`src/rtl/var_unpack_pkg.sv`:
```
// Shared widths and the field-mask helper for the variable-length bit unpacker.
package var_unpack_pkg;

  localparam int unsigned WORD_W = 32;
  localparam int unsigned BUF_W  = 64;
  localparam int unsigned PTR_W  = 6;
  localparam int unsigned LEN_W  = 7;

  // Ones in the low len bits; len >= WORD_W saturates to all ones.
  function automatic logic [WORD_W-1:0] len_mask(input logic [LEN_W-1:0] len);
    if (len >= LEN_W'(WORD_W)) begin
      return {WORD_W{1'b1}};
    end
    return (WORD_W'(1) << len) - WORD_W'(1);
  endfunction

endpackage

```
`src/rtl/bit_window_rot.sv`:
```
// Combinational read window: rotate the circular bit buffer right by the read pointer
// and keep only the requested number of low bits.
module bit_window_rot
  import var_unpack_pkg::*;
(
  input  logic [BUF_W-1:0]  buf_data,
  input  logic [PTR_W-1:0]  rot,
  input  logic [PTR_W-1:0]  len,
  output logic [WORD_W-1:0] field
);

  logic [WORD_W-1:0] window;

  always_comb begin
    window = '0;
    for (int i = 0; i < int'(WORD_W); i++) begin
      window[i] = buf_data[rot + PTR_W'(i)];
    end
    field = window & len_mask(LEN_W'(len));
  end

endmodule

```
`src/rtl/var_bit_unpacker.sv`:
```
// Variable-length LSB-first bit reader over a 64-bit circular buffer.
// Optional byte-align flush port pair is built when VAR_UNPACK_FLUSH_EN is defined.
module var_bit_unpacker #(
  parameter int unsigned WORD_W = 32,
  parameter int unsigned BUF_W  = 64
) (
  input  logic                              clk,
  input  logic                              rst_b,
  input  logic                              in_valid,
  input  logic [WORD_W-1:0]                 in_data,
  output logic                              in_ready,
  input  logic                              rd_req,
  input  logic [var_unpack_pkg::PTR_W-1:0]  rd_len,
  output logic                              rd_ack,
  output logic [WORD_W-1:0]                 rd_data,
  output logic [var_unpack_pkg::LEN_W-1:0]  level,
  output logic                              err
`ifdef VAR_UNPACK_FLUSH_EN
  ,
  input  logic                              flush,
  output logic                              flush_ack
`endif
);

  import var_unpack_pkg::*;

  logic [BUF_W-1:0]  buf_q, buf_d;
  logic [PTR_W-1:0]  wr_ptr_q, wr_ptr_d;
  logic [PTR_W-1:0]  rd_ptr_q, rd_ptr_d;
  logic [LEN_W-1:0]  level_q, level_d;
  logic              err_q, err_d;
  logic              len_ok, wr_en, flush_hit, flush_go;
  logic [2:0]        drop;
  logic [WORD_W-1:0] field;

  bit_window_rot u_rot (
    .buf_data (buf_q),
    .rot      (rd_ptr_q),
    .len      (rd_len),
    .field    (field)
  );

  // Bits needed to advance the read pointer to the next byte boundary.
  assign drop = 3'd0 - rd_ptr_q[2:0];

`ifdef VAR_UNPACK_FLUSH_EN
  assign flush_hit = flush;
  assign flush_go  = flush && (level_q >= LEN_W'(drop));
  assign flush_ack = flush_go;
`else
  assign flush_hit = 1'b0;
  assign flush_go  = 1'b0;
`endif

  assign len_ok   = ({1'b0, rd_len} <= LEN_W'(WORD_W));
  assign in_ready = (level_q <= LEN_W'(WORD_W));
  assign wr_en    = in_valid && in_ready;
  assign rd_ack   = rd_req && len_ok && (level_q >= LEN_W'(rd_len)) && !flush_hit;
  assign rd_data  = rd_ack ? field : '0;
  assign level    = level_q;
  assign err      = err_q;

  always_comb begin
    buf_d    = buf_q;
    wr_ptr_d = wr_ptr_q;
    rd_ptr_d = rd_ptr_q;
    level_d  = level_q;
    err_d    = err_q | (rd_req && !len_ok);
    if (wr_en) begin
      for (int i = 0; i < int'(WORD_W); i++) begin
        buf_d[wr_ptr_q + PTR_W'(i)] = in_data[i];
      end
      wr_ptr_d = wr_ptr_q + PTR_W'(WORD_W);
      level_d  = level_d + LEN_W'(WORD_W);
    end
    if (rd_ack) begin
      rd_ptr_d = rd_ptr_q + rd_len;
      level_d  = level_d - LEN_W'(rd_len);
    end
    if (flush_go) begin
      rd_ptr_d = rd_ptr_q + PTR_W'(drop);
      level_d  = level_d - LEN_W'(drop);
    end
  end

  always_ff @(posedge clk) begin
    if (!rst_b) begin
      buf_q    <= '0;
      wr_ptr_q <= '0;
      rd_ptr_q <= '0;
      level_q  <= '0;
      err_q    <= 1'b0;
    end else begin
      buf_q    <= buf_d;
      wr_ptr_q <= wr_ptr_d;
      rd_ptr_q <= rd_ptr_d;
      level_q  <= level_d;
      err_q    <= err_d;
    end
  end

endmodule

```
`config.mk`:
```
export PLATFORM = sky130hd
export DESIGN_NAME = var_bit_unpacker
export DESIGN_NICKNAME = d
export VERILOG_FILES = /design/src/rtl/var_unpack_pkg.sv /design/src/rtl/bit_window_rot.sv /design/src/rtl/var_bit_unpacker.sv
export SDC_FILE = /design/constraint.sdc
export NUM_CORES = 1
export LEC_CHECK = 0
export BUFFER_PORTS_ARGS = -buffer_cell sky130_fd_sc_hd__buf_2
export CORE_MARGIN = 5
export CORE_UTILIZATION = 45
export DETAILED_ROUTE_END_ITERATION = 10
export PLACE_DENSITY = 0.68
export SYNTH_ARGS = -nofsm -noshare
export SYNTH_HDL_FRONTEND = slang
export SYNTH_SLANG_ARGS = --single-unit
```
`constraint.sdc`:
```
create_clock -name clk -period 4.45 [get_ports clk]
set_clock_uncertainty 0.1 [all_clocks]
set_input_delay 0.89 -clock clk [delete_from_list [all_inputs] [get_ports clk]]
set_output_delay 0.89 -clock clk [all_outputs]
set_load 0.03 [all_outputs]
```
==> results.sh <==
export IMPL_cts_hold_buf=0
export IMPL_grt_overflow=0
export IMPL_drv_cap=0
export IMPL_synth_top_family_by_area="multiplexers"
export IMPL_synthTopCellsByCount="nand2_1, mux4_2, dfxtp_1, a21boi_0, xnor2_1"
export IMPL_status="complete, no violations"
export IMPL_synth_mux_area_frac=0.388
export IMPL_ant_nets=0
export IMPL_synth_xor_area_frac=0.0651
export IMPL_dp_hpwl_mm=23.4
export IMPL_start_util=0.453
export IMPL_viasPerCell=6.49
export IMPL_crit_top_cell="mux4_2"
export IMPL_clock_fmax_mhz=228
export IMPL_clock_power_share=0.175
export IMPL_design_core_area_sq_um=21600
export IMPL_p_sw_uw=2050
export IMPL_antenna_found_initial=1
export IMPL_syn_instance_count=1017
export IMPL_drc=0
export IMPL_clockBufferDepth=2
export IMPL_syn_area_sq_um=9800
export IMPL_critPathMaxStageDelay_ps=580
export IMPL_std_cell_rows=54
export IMPL_yosys_area_share_simple=0.136
export IMPL_die_x_um=158
export IMPL_p_leak_uw=0.00414
export IMPL_dp_cells=1353
export IMPL_synth_flop_cell="dfxtp_1"
export IMPL_cp_max_fo=12
export IMPL_synthAdderAreaFrac=0.0424
export IMPL_n_antenna_cell=0
export IMPL_internal_power_uw=2630
export IMPL_relSlewSlack=0.458
export IMPL_synth_area_leaders="mux4_2, dfxtp_1, nand2_1, mux4_1, a21boi_0"
export IMPL_fin_setup_tns_ps=0
export IMPL_sw_frac_of_total=0.439
export IMPL_comb_power_share=0.611
export IMPL_clock_sinks=79
export IMPL_critPathKind="flip-flop to primary output"
export IMPL_final_setup_viol_count=0
export IMPL_worstPathArrival_ps=3400
export IMPL_critPathLaunch="rd_ptr_q[1]"
export IMPL_track_usage=0.249
export IMPL_ys_seq_area_frac=0.161
export IMPL_path_cells="inv_1 > ha_4 > buf_12 > buf_4 > mux4_2 > mux4_1 > mux4_2 > and3_1 > buf_2"
export IMPL_holdPathEnd="err"
export IMPL_synth_edf_count=0
export IMPL_gp_congestion=1.06
export IMPL_fin_cells=1380
export IMPL_synth_distinct_cells=67
export IMPL_grt_pass1_wl_mm=48.4
export IMPL_cts_inserted_buffers=9
export IMPL_initialDrtViolationCount=968
export IMPL_timing_rr_end="level[6]"
export IMPL_hp_class="flip-flop to flip-flop"
export IMPL_synth_top_cell_area_share=0.280
export IMPL_io_pins=84
export IMPL_syn_avg_cell_area_sq_um=9.64
export IMPL_seqPwrFrac=0.214
export IMPL_power_density_nw_per_um2=419
export IMPL_worstSetupEndpointType="primary output"
export IMPL_first_pass_iters=7
export IMPL_yosys_warnings=0
export IMPL_ys_ff_latch=79
export IMPL_hp_start="err"
export IMPL_synth_top_cell_by_area="mux4_2"
export IMPL_ff2ff_path_depth=11
export IMPL_wl_mm=31.1
export IMPL_synth_fp_nets=1091
export IMPL_worstMarginPinSlew_ps=814
export IMPL_cts_tree="built"
export IMPL_area_growth_syn_to_layout_pct=13.8
export IMPL_ir_drop_v=0.000231
export IMPL_die_y_um=158
export IMPL_async_flop_share=0
export IMPL_routedWlPerCell_um=22.5
export IMPL_synth_most_common_cell="nand2_1"
export IMPL_reg2reg_slack_ps=1530
export IMPL_vias=8957
export IMPL_synth_compound_area_frac=0.158
export IMPL_worst_setup_path_start_kind="flip-flop"
export IMPL_grt_start_max_net_pins=48
export IMPL_clk_latency_ps=350
export IMPL_drive_above_1_share=0.305
export IMPL_nNetsFinal=1169
export IMPL_hold_depth=2
export IMPL_die_area_sq_um=24800
export IMPL_grt_pass1_vias=8428
export IMPL_root_buffer="clkbuf_16"
export IMPL_htreeDepth=3
export IMPL_cp_slowest_cell="mux4_1"
export IMPL_rsz0062_at_grt="yes"
export IMPL_period_needed_ps=4390
export IMPL_hold_viol=0
export IMPL_required_ps=3460
export IMPL_finalCritPeriodShare=0.987
export IMPL_reg2reg_from="level[5]"
export IMPL_drv_slew=0
export IMPL_io_buffers=83
export IMPL_path_clk_slew_ps=70
export IMPL_timing_hold_ws_ps=406
==> cell type report <==
cell class,count,area (sq um)
flip-flops and latches,79,1590
clock buffers,11,243
repair buffers,150,973
fillers,2021,10500
inverters,23,86.3
well taps,280,350
clock inverters,5,81.3
multi-input cells,832,7830
==> stage by stage <==
stage / power [uW] / utilization / cell area (sq um) / setup slack [ps]
2_1_floorplan: 3020 / - / 9870 / -39.4
3_3_place_gp: 3680 / 0.494 / 10700 / 243
3_5_place_dp: 3720 / 0.494 / 10700 / 184
4_1_cts: 4600 / 0.511 / 11000 / 1.15
5_1_grt: 4950 / 0.516 / 11200 / -46.8
6_report: 4680 / 0.516 / 11200 / 59.4
==> routing by layer <==
metal,track usage,share of wire
met1,0.351,0.41
met2,0.389,0.46
met3,0.0421,0.096
met5,0,0.00023
met4,0.0901,0.035
==> state kept, by name, summed over array words and instances (netlist names) <==
| signal | flops |
|---|---|
| wr_ptr_q | 1 |
| level | 7 |
| err | 1 |
| rd_ptr_q | 6 |
| buf_q | 64 |
==> power by group through the flow <==
stage                     clock network, uW  registers [uW]  logic [uW]
final                                   817            1000        2860
after global routing                    863            1020        3060
after CTS                               831             996        2770
after detailed placement                  0            1010        2710
after global placement                    0             998        2680
after floorplan                           0             972        2040
==> cell usage in the layout (no fill, tap or decap), types with 6 or more instances in the layout <==
cell	n
a21boi_0	73
a21o_1	6
a21oi_1	47
a221oi_1	7
and2_1	8
and3_1	13
buf_2	82
buf_4	62
clkbuf_16	9
dfxtp_1	76
ha_1	27
inv_1	18
mux2i_1	39
mux4_1	14
mux4_2	131
nand2_1	207
nand3_1	12
nand4_1	6
nor2_1	30
nor2b_1	8
nor3_1	11
o211a_1	7
o21ai_0	36
xnor2_1	47
xnor2_2	6
xor2_1	18
==> critical path, delay by kind of cell (launching register included) <==
| family | cells | cell delay, ps |
|---|---|---|
| adders and majority gates | 1 | 300 |
| buffers and inverters | 4 | 530 |
| DFF | 1 | 370 |
| muxes | 3 | 1640 |
| and+or+nand+nor | 1 | 200 |
==> cell families (layout without fill, tap and decap cells) <==
logic type,count (synthesis),after routing
and+or+nand+nor,311,311
adders and majority gates,32,32
xor gates and xnor gates,72,72
DFF,79,79
AOI/OAI and AO/OA,228,228
muxes,189,189
buffers and inverters,106,189
==> how the worst max path moves through the flow <==
| stage | end | cells after the start |
|---|---|---|
| global route | rd_data[6] | 8 |
| finish | rd_data[25] | 9 |
| detailed placement | rd_data[17] | 8 |
| global placement | rd_data[17] | 8 |
| CTS | rd_data[5] | 9 |
| floorplan | rd_data[30] | 10 |
==> what timing repair did <==
item / in CTS / in global routing
endpoints found under the setup margin: 9 / 22
cloned: 1 / 0
pin swaps: 0 / 1
gates resized for setup: 14 / 12
setup buffers: 1 / 9
Note: power is estimated with default switching activity, not from simulation.
